<file path="config.mk">
export PLATFORM = sky130hd
export DESIGN_NAME = mcast_channel_router
export DESIGN_NICKNAME = d
export VERILOG_FILES = /design/src/rtl/mcast_pkg.sv /design/src/rtl/mcast_sync_fifo.sv /design/src/rtl/mcast_channel_router.sv
export SDC_FILE = /design/constraint.sdc
export NUM_CORES = 1
export LEC_CHECK = 0
export BUFFER_PORTS_ARGS = -buffer_cell sky130_fd_sc_hd__buf_2
export CAP_MARGIN = 20
export CORE_MARGIN = 3
export CORE_UTILIZATION = 35
export CTS_CLUSTER_DIAMETER = 200
export DETAILED_ROUTE_END_ITERATION = 8
export GPL_ROUTABILITY_DRIVEN = 0
export PLACE_DENSITY = 0.63
export SYNTH_ARGS = -nofsm -noshare
export SYNTH_HDL_FRONTEND = slang
export SYNTH_SLANG_ARGS = --single-unit
</file>
<file path="constraint.sdc">
create_clock -name clk -period 10.2 [get_ports clk]
set_input_delay 2.04 -clock clk [delete_from_list [all_inputs] [get_ports clk]]
set_output_delay 2.04 -clock clk [all_outputs]
set_load 0.05 [all_outputs]
</file>
<file path="src/rtl/mcast_pkg.sv">
// Shared types and helpers for the column multicast router.
package mcast_pkg;

    typedef enum logic {
        T_IDLE,
        T_DRAIN
    } tag_state_e;

    typedef enum logic {
        K_IDLE,
        K_LOAD
    } kern_state_e;

    // All-ones ID of the given width addresses every router on the bus.
    function automatic logic [31:0] bcast_id(input int unsigned id_w);
        return (32'd1 << id_w) - 32'd1;
    endfunction

endpackage

</file>
<file path="src/rtl/mcast_sync_fifo.sv">
// Single-clock FIFO with occupancy count; push while full is honoured only alongside a pop.
module mcast_sync_fifo
    import mcast_pkg::*;
#(
    parameter int WIDTH = 32,
    parameter int DEPTH = 4
) (
    input  logic                     clk,
    input  logic                     rst,
    input  logic                     push,
    input  logic [WIDTH-1:0]         push_data,
    input  logic                     pop,
    output logic [WIDTH-1:0]         pop_data,
    output logic                     full,
    output logic                     empty,
    output logic [$clog2(DEPTH):0]   count
);

    localparam int AW = $clog2(DEPTH);
    localparam logic [AW:0] FULL_CNT = (AW + 1)'(DEPTH);

    logic [WIDTH-1:0] mem [DEPTH];
    logic [AW-1:0]    wr_ptr;
    logic [AW-1:0]    rd_ptr;
    logic             do_push;
    logic             do_pop;

    assign empty    = (count == '0);
    assign full     = (count == FULL_CNT);
    assign do_pop   = pop & ~empty;
    assign do_push  = push & (~full | do_pop);
    assign pop_data = mem[rd_ptr];

    // Pointer and occupancy bookkeeping; reset discards any buffered words.
    always_ff @(posedge clk or posedge rst) begin
        if (rst) begin
            wr_ptr <= '0;
            rd_ptr <= '0;
            count  <= '0;
        end else begin
            if (do_push) wr_ptr <= wr_ptr + 1'b1;
            if (do_pop)  rd_ptr <= rd_ptr + 1'b1;
            case ({do_push, do_pop})
                2'b10:   count <= count + 1'b1;
                2'b01:   count <= count - 1'b1;
                default: count <= count;
            endcase
        end
    end

    // Storage array; contents are don't-care until written.
    always_ff @(posedge clk) begin
        if (do_push) mem[wr_ptr] <= push_data;
    end

endmodule

</file>
<file path="src/rtl/mcast_channel_router.sv">
// Column multicaster: tag-matched inbound FIFOs toward the PE, skid-buffered psum return to the bus.
module mcast_channel_router
    import mcast_pkg::*;
#(
    parameter int DATA_WIDTH = 16,
    parameter int NUM_COL    = 8,
    parameter int FIFO_DEPTH = 4,
    localparam int ID_W      = $clog2(NUM_COL) + 1
) (
    input  logic                    clk,
    input  logic                    rst,
    input  logic [ID_W-1:0]         bus_id,
    input  logic [ID_W-1:0]         cfg_tag,
    input  logic                    flush_tag,
    output logic                    tag_busy,
    input  logic [7:0]              kernel_size,
    input  logic                    flush_kernel,
    output logic                    kernel_busy,
    input  logic [DATA_WIDTH-1:0]   ifmap_b_data,
    input  logic                    ifmap_b_valid,
    output logic                    ifmap_b_ready,
    input  logic [DATA_WIDTH-1:0]   fltr_b_data,
    input  logic                    fltr_b_valid,
    output logic                    fltr_b_ready,
    input  logic [2*DATA_WIDTH-1:0] psum_b_data,
    input  logic                    psum_b_valid,
    output logic                    psum_b_ready,
    output logic [DATA_WIDTH-1:0]   ifmap_p_data,
    output logic                    ifmap_p_valid,
    input  logic                    ifmap_p_ready,
    output logic [DATA_WIDTH-1:0]   fltr_p_data,
    output logic                    fltr_p_valid,
    input  logic                    fltr_p_ready,
    output logic [2*DATA_WIDTH-1:0] psum_p_data,
    output logic                    psum_p_valid,
    input  logic                    psum_p_ready,
    input  logic [2*DATA_WIDTH-1:0] psum_r_data,
    input  logic                    psum_r_valid,
    output logic                    psum_r_ready,
    output logic [2*DATA_WIDTH-1:0] psum_o_data,
    output logic                    psum_o_valid,
    input  logic                    psum_o_ready
);

    localparam int CW = $clog2(FIFO_DEPTH) + 1;
    localparam logic [ID_W-1:0] BCAST_ID = ID_W'(bcast_id(ID_W));

    tag_state_e  tag_state, tag_state_next;
    kern_state_e kern_state, kern_state_next;

    logic [ID_W-1:0] tag, tag_next;
    logic [ID_W-1:0] tag_latch, tag_latch_next;
    logic [7:0]      kcnt, kcnt_next;
    logic [7:0]      ksize, ksize_next;

    logic hit;
    logic fltr_hit;
    logic draining;
    logic inbound_empty;

    logic ifmap_full, ifmap_empty;
    logic fltr_full, fltr_empty;
    logic psum_full, psum_empty;
    logic [CW-1:0] ifmap_count, fltr_count, psum_count;

    logic ifmap_push, fltr_push, psum_push;

    logic [2*DATA_WIDTH-1:0] skid_data;
    logic                    skid_valid;
    logic                    ret_fire;

    assign hit           = (bus_id == tag) | (bus_id == BCAST_ID);
    assign fltr_hit      = hit & kernel_busy;
    assign draining      = (tag_state == T_DRAIN);
    assign inbound_empty = (ifmap_count == '0) & (fltr_count == '0) & (psum_count == '0);

    // Misses are always accepted and dropped; hits back-pressure on a full FIFO.
    assign ifmap_b_ready = ~draining & (hit      ? ~ifmap_full : 1'b1);
    assign fltr_b_ready  = ~draining & (fltr_hit ? ~fltr_full  : 1'b1);
    assign psum_b_ready  = ~draining & (hit      ? ~psum_full  : 1'b1);

    assign ifmap_push = ifmap_b_valid & ifmap_b_ready & hit;
    assign fltr_push  = fltr_b_valid  & fltr_b_ready  & fltr_hit;
    assign psum_push  = psum_b_valid  & psum_b_ready  & hit;

    assign ifmap_p_valid = ~ifmap_empty;
    assign fltr_p_valid  = ~fltr_empty;
    assign psum_p_valid  = ~psum_empty;

    assign tag_busy    = draining;
    assign kernel_busy = (kern_state == K_LOAD);

    mcast_sync_fifo #(.WIDTH(DATA_WIDTH), .DEPTH(FIFO_DEPTH)) u_ifmap_fifo (
        .clk       (clk),
        .rst       (rst),
        .push      (ifmap_push),
        .push_data (ifmap_b_data),
        .pop       (ifmap_p_ready),
        .pop_data  (ifmap_p_data),
        .full      (ifmap_full),
        .empty     (ifmap_empty),
        .count     (ifmap_count)
    );

    mcast_sync_fifo #(.WIDTH(DATA_WIDTH), .DEPTH(FIFO_DEPTH)) u_fltr_fifo (
        .clk       (clk),
        .rst       (rst),
        .push      (fltr_push),
        .push_data (fltr_b_data),
        .pop       (fltr_p_ready),
        .pop_data  (fltr_p_data),
        .full      (fltr_full),
        .empty     (fltr_empty),
        .count     (fltr_count)
    );

    mcast_sync_fifo #(.WIDTH(2 * DATA_WIDTH), .DEPTH(FIFO_DEPTH)) u_psum_fifo (
        .clk       (clk),
        .rst       (rst),
        .push      (psum_push),
        .push_data (psum_b_data),
        .pop       (psum_p_ready),
        .pop_data  (psum_p_data),
        .full      (psum_full),
        .empty     (psum_empty),
        .count     (psum_count)
    );

    // Tag FSM and kernel FSM state registers with their datapath registers.
    always_ff @(posedge clk or posedge rst) begin
        if (rst) begin
            tag_state  <= T_IDLE;
            tag        <= '0;
            tag_latch  <= '0;
            kern_state <= K_IDLE;
            kcnt       <= '0;
            ksize      <= '0;
        end else begin
            tag_state  <= tag_state_next;
            tag        <= tag_next;
            tag_latch  <= tag_latch_next;
            kern_state <= kern_state_next;
            kcnt       <= kcnt_next;
            ksize      <= ksize_next;
        end
    end

    // Tag update waits for all inbound FIFOs to drain; a repeat flush replaces the pending value.
    always_comb begin
        tag_state_next = tag_state;
        tag_next       = tag;
        tag_latch_next = tag_latch;
        case (tag_state)
            T_IDLE: begin
                if (flush_tag) begin
                    tag_latch_next = cfg_tag;
                    tag_state_next = T_DRAIN;
                end
            end
            T_DRAIN: begin
                if (flush_tag) tag_latch_next = cfg_tag;
                if (inbound_empty) begin
                    tag_state_next = T_IDLE;
                    tag_next       = flush_tag ? cfg_tag : tag_latch;
                end
            end
            default: tag_state_next = T_IDLE;
        endcase
    end

    // Kernel-load window counts filter hit pushes up to the size captured at flush.
    always_comb begin
        kern_state_next = kern_state;
        kcnt_next       = kcnt;
        ksize_next      = ksize;
        case (kern_state)
            K_IDLE: begin
                if (flush_kernel && (kernel_size != '0)) begin
                    kern_state_next = K_LOAD;
                    kcnt_next       = '0;
                    ksize_next      = kernel_size;
                end
            end
            K_LOAD: begin
                if (flush_kernel && (kernel_size != '0)) begin
                    kcnt_next  = '0;
                    ksize_next = kernel_size;
                end else if (fltr_push) begin
                    if (kcnt == ksize - 8'd1) begin
                        kern_state_next = K_IDLE;
                        kcnt_next       = '0;
                    end else begin
                        kcnt_next = kcnt + 8'd1;
                    end
                end
            end
            default: kern_state_next = K_IDLE;
        endcase
    end

    assign psum_r_ready = ~skid_valid;
    assign ret_fire     = psum_r_valid & psum_r_ready;

    // Return-path skid: output stage refills from the skid slot first, else straight from the PE.
    always_ff @(posedge clk or posedge rst) begin
        if (rst) begin
            psum_o_valid <= 1'b0;
            psum_o_data  <= '0;
            skid_valid   <= 1'b0;
            skid_data    <= '0;
        end else if (!psum_o_valid || psum_o_ready) begin
            if (skid_valid) begin
                psum_o_data  <= skid_data;
                psum_o_valid <= 1'b1;
                skid_valid   <= 1'b0;
            end else begin
                psum_o_valid <= ret_fire;
                if (ret_fire) psum_o_data <= psum_r_data;
            end
        end else if (ret_fire) begin
            skid_data  <= psum_r_data;
            skid_valid <= 1'b1;
        end
    end

endmodule

</file>
==> flow_summary.yaml <==
worst_setup_path:
  crit_chain: "buf_2 -> xor2_1 -> o41ai_2 -> a41oi_1 -> buf_2"
  critical_path.most_common_cell: "buf_2"
  r2r_start: "tag[1]$_DFFE_PP0P_"
  startpoint_type: "primary input"
  r2r_cells: 10
  path_delay_family: "compound AO/OA/AOI/OAI gates"
  endpoint_kind: "primary output"
  critPathMaxStageDelay_ns: 0.92
  cpMaxStageDelayCell: "o41ai_2"
  crit_type: "primary input to primary output"
  required_ns: 8.16
  reg2reg_to: "u_fltr_fifo.count[2]$_DFFE_PP0P_"
  crit_buf_inv: 2
  crit_arrival_ns: 3.68
  worstPathMaxFanout: 5
  reg2reg_slack_ns: 6.98
worst_hold_path:
  holdPathStages: 1
  hp-start: "u_psum_fifo.rd_ptr[0]$_DFFE_PP0P_"
  holdPathEnd: "u_psum_fifo.rd_ptr[0]$_DFFE_PP0P_"
  min_path_type: "flop to flop"
finish:
  fillers: 3672
  layout.nets: 1215
  syn2layout_area_growth_pct: 20.97
  fin_cells: 1636
  final_util_pct: 43.20
  drive_gt1_share_pct: 38.38
  multiInputGateArea_um2: 3928
  register_area_um2: 10520
placed_design:
  portBuffers: 229
  dp_hpwl_um: 19220
  dp_cells: 1561
  dp_slack_ns: 4.468
run:
  cap_viol_max_count: 0
synthesis:
  yosysTopAreaCellShare_pct: 52.37
  synthTopCellsByArea: "edfxtp_1, dfrtp_1, mux4_2"
  synth-warning-count: 0
  ys_types: 50
  syn_avg_cell_area_um2: 17.77
  synth_area_leader_cell: "edfxtp_1"
  ys.flop_type: "edfxtp_1"
  synth_common_cells: "edfxtp_1, dfrtp_1, mux4_2"
  ys_seq_area_share_pct: 71.63
  synthesis.nets: 970
  synthArstFlopShare_pct: 30.62
  synthCells: 826
  synth_most_common_cell: "edfxtp_1"
  synthesis.area_um2: 14680
  ys_seq_elements: 369
  synth_edf_count: 256
floorplanning:
  fp.coreArea_um2: 41110
  die_area_um2: 44440
  io_pins: 230
  start_util_pct: 35.71
  row_count: 74
  die_h_um: 210.8
  die_w_um: 210.8
clocking:
  clkLatencyLatePin_ns: 0.54
  cts_max_level: 2
  cts_setup_buffers: 0
  cts_buffers: 39
  cts_tree: "yes"
  clkTransAtPathRegs_ns: 0.06
  cts_hold_buf: 0
  cts.path.max_buffers: 3
  cts-root-buf: "clkbuf_16"
  cts_resized: 0
  cts.sink_count: 369
timing:
  fin_ws_ns: 4.482
  setup_viol: 0
  tns_ns: 0
  period_minus_slack_ns: 5.718
  fin_skew_ns: 0.01086
  slew_headroom_pct: 32.67
  max_freq_mhz: 174.9
  slew_violations: 0
  hold_violations: 0
  rsz0062_at_grt: "no"
  min_period_over_period_pct: 56.06
  worst_pin_slew_ns: 0.9990
outcome:
  status: "completed"
global_route:
  first_global_vias: 8299
  grt_max_degree: 69
  grt_overflow: 0
  grt_pass1_wl_um: 46410
  grt.total_usage_pct: 13.35
  grt_antenna_before_repair: 4
drt:
  drt_wl_total_um: 29410
  dr.pass1.iters: 4
  post_drt_wl_per_cell_um: 17.97
  dr_total_vias: 7781
  ant_nets: 0
  post-route-drc-count: 0
  initialDrtViolationCount: 357
  drt-vias-per-instance: 4.756
pwr:
  cellPowerDensity_nw_per_um2: 260.5
  vdd_ir_drop_max_v: 0.0001460
  p_leak_nw: 6.728
  finalPower_mw: 4.626
how the worst max path moves through the flow:
stage,from,to,slack (ns),cells past startpoint
2_1_floorplan,bus_id[1],fltr_b_ready,4.91,3
3_3_place_gp,bus_id[1],fltr_b_ready,4.47,5
3_5_place_dp,bus_id[1],fltr_b_ready,4.47,5
4_1_cts,bus_id[1],fltr_b_ready,4.46,5
5_1_grt,bus_id[1],psum_b_ready,4.44,5
6_report,bus_id[1],fltr_b_ready,4.48,5
metrics by stage:
stage          instance area [um2]  hold slack [ns]
2_1_floorplan                14680           0.4652
3_3_place_gp                 16440           0.4630
3_5_place_dp                 16470           0.4674
4_1_cts                      17730           0.4764
5_1_grt                      17760           0.5130
6_report                     17760           0.4745
final cells by class:
class                      instances  share of cell area, %
antenna                            2                0.02818
clock buffer                      52                  6.228
clock inverter                    20                 0.8596
inverter                          26                 0.5637
multi-input combinational        393                  22.12
sequential                       369                  59.23
tap                              532                  3.748
timing repair buffer             242                  7.229
metal layers:
| metal | global-route usage, % | share of wire, % |
|---|---|---|
| met5 | 0 | 0.099 |
| met4 | 4.134 | 2.3 |
| met3 | 4.248 | 6.3 |
| met2 | 22.37 | 50 |
| met1 | 16.66 | 42 |
cell families (layout without fill, tap and decap cells):
group	after synthesis	count (layout)	share of synthesized area, %
compound gates	71	71	3.273
xor+xnor	31	31	1.849
fa+ha+maj	20	20	1.858
buf+inv	64	340	1.705
flops	369	369	71.63
mux	140	140	15.35
other cells	0	2	0
simple gates	131	131	4.338
flip-flops by register name, indices dropped and copies added, names as in the netlist:
register / cells
tag: 4
tag_latch: 4
u_psum_fifo.mem: 128
skid_data: 32
u_psum_fifo.count: 3
u_fltr_fifo.count: 3
u_ifmap_fifo.rd_ptr: 2
u_ifmap_fifo.wr_ptr: 2
u_fltr_fifo.rd_ptr: 2
u_fltr_fifo.wr_ptr: 2
ksize: 8
u_fltr_fifo.mem: 64
psum_o_data: 32
skid_valid: 1
u_ifmap_fifo.mem: 64
u_ifmap_fifo.count: 3
u_psum_fifo.rd_ptr: 2
u_psum_fifo.wr_ptr: 2
psum_o_valid: 1
kernel_busy: 1
kcnt: 8
tag_busy: 1
placed cells by master, fill, tap and decap left out, drive strengths merged, types with 3 or more instances in the layout:
master	Yosys	routed
nor2	48	48
dfrtp	113	113
a22o	7	7
o31ai	6	6
mux2	41	41
xnor2	15	15
clkbuf	26	52
nand2b	3	3
nor3	4	4
or3	4	4
o21ai	6	6
xor2	16	16
nand3	4	4
and3	4	4
clkinvlp	0	5
nand2	35	35
clkinv	0	13
edfxtp	256	256
mux4	64	64
buf	12	242
and2	16	16
ha	17	17
nor2b	3	3
a21oi	35	35
inv	26	27
mux2i	35	35
fa	3	3
power breakdown:
part,switching [mW],internal (mW),leakage [nW]
Clock,0.572,0.793,0.607
Combinational,0.947,0.486,2.51
Sequential,0.118,1.71,3.61
(Power assumes the default switching activity.)
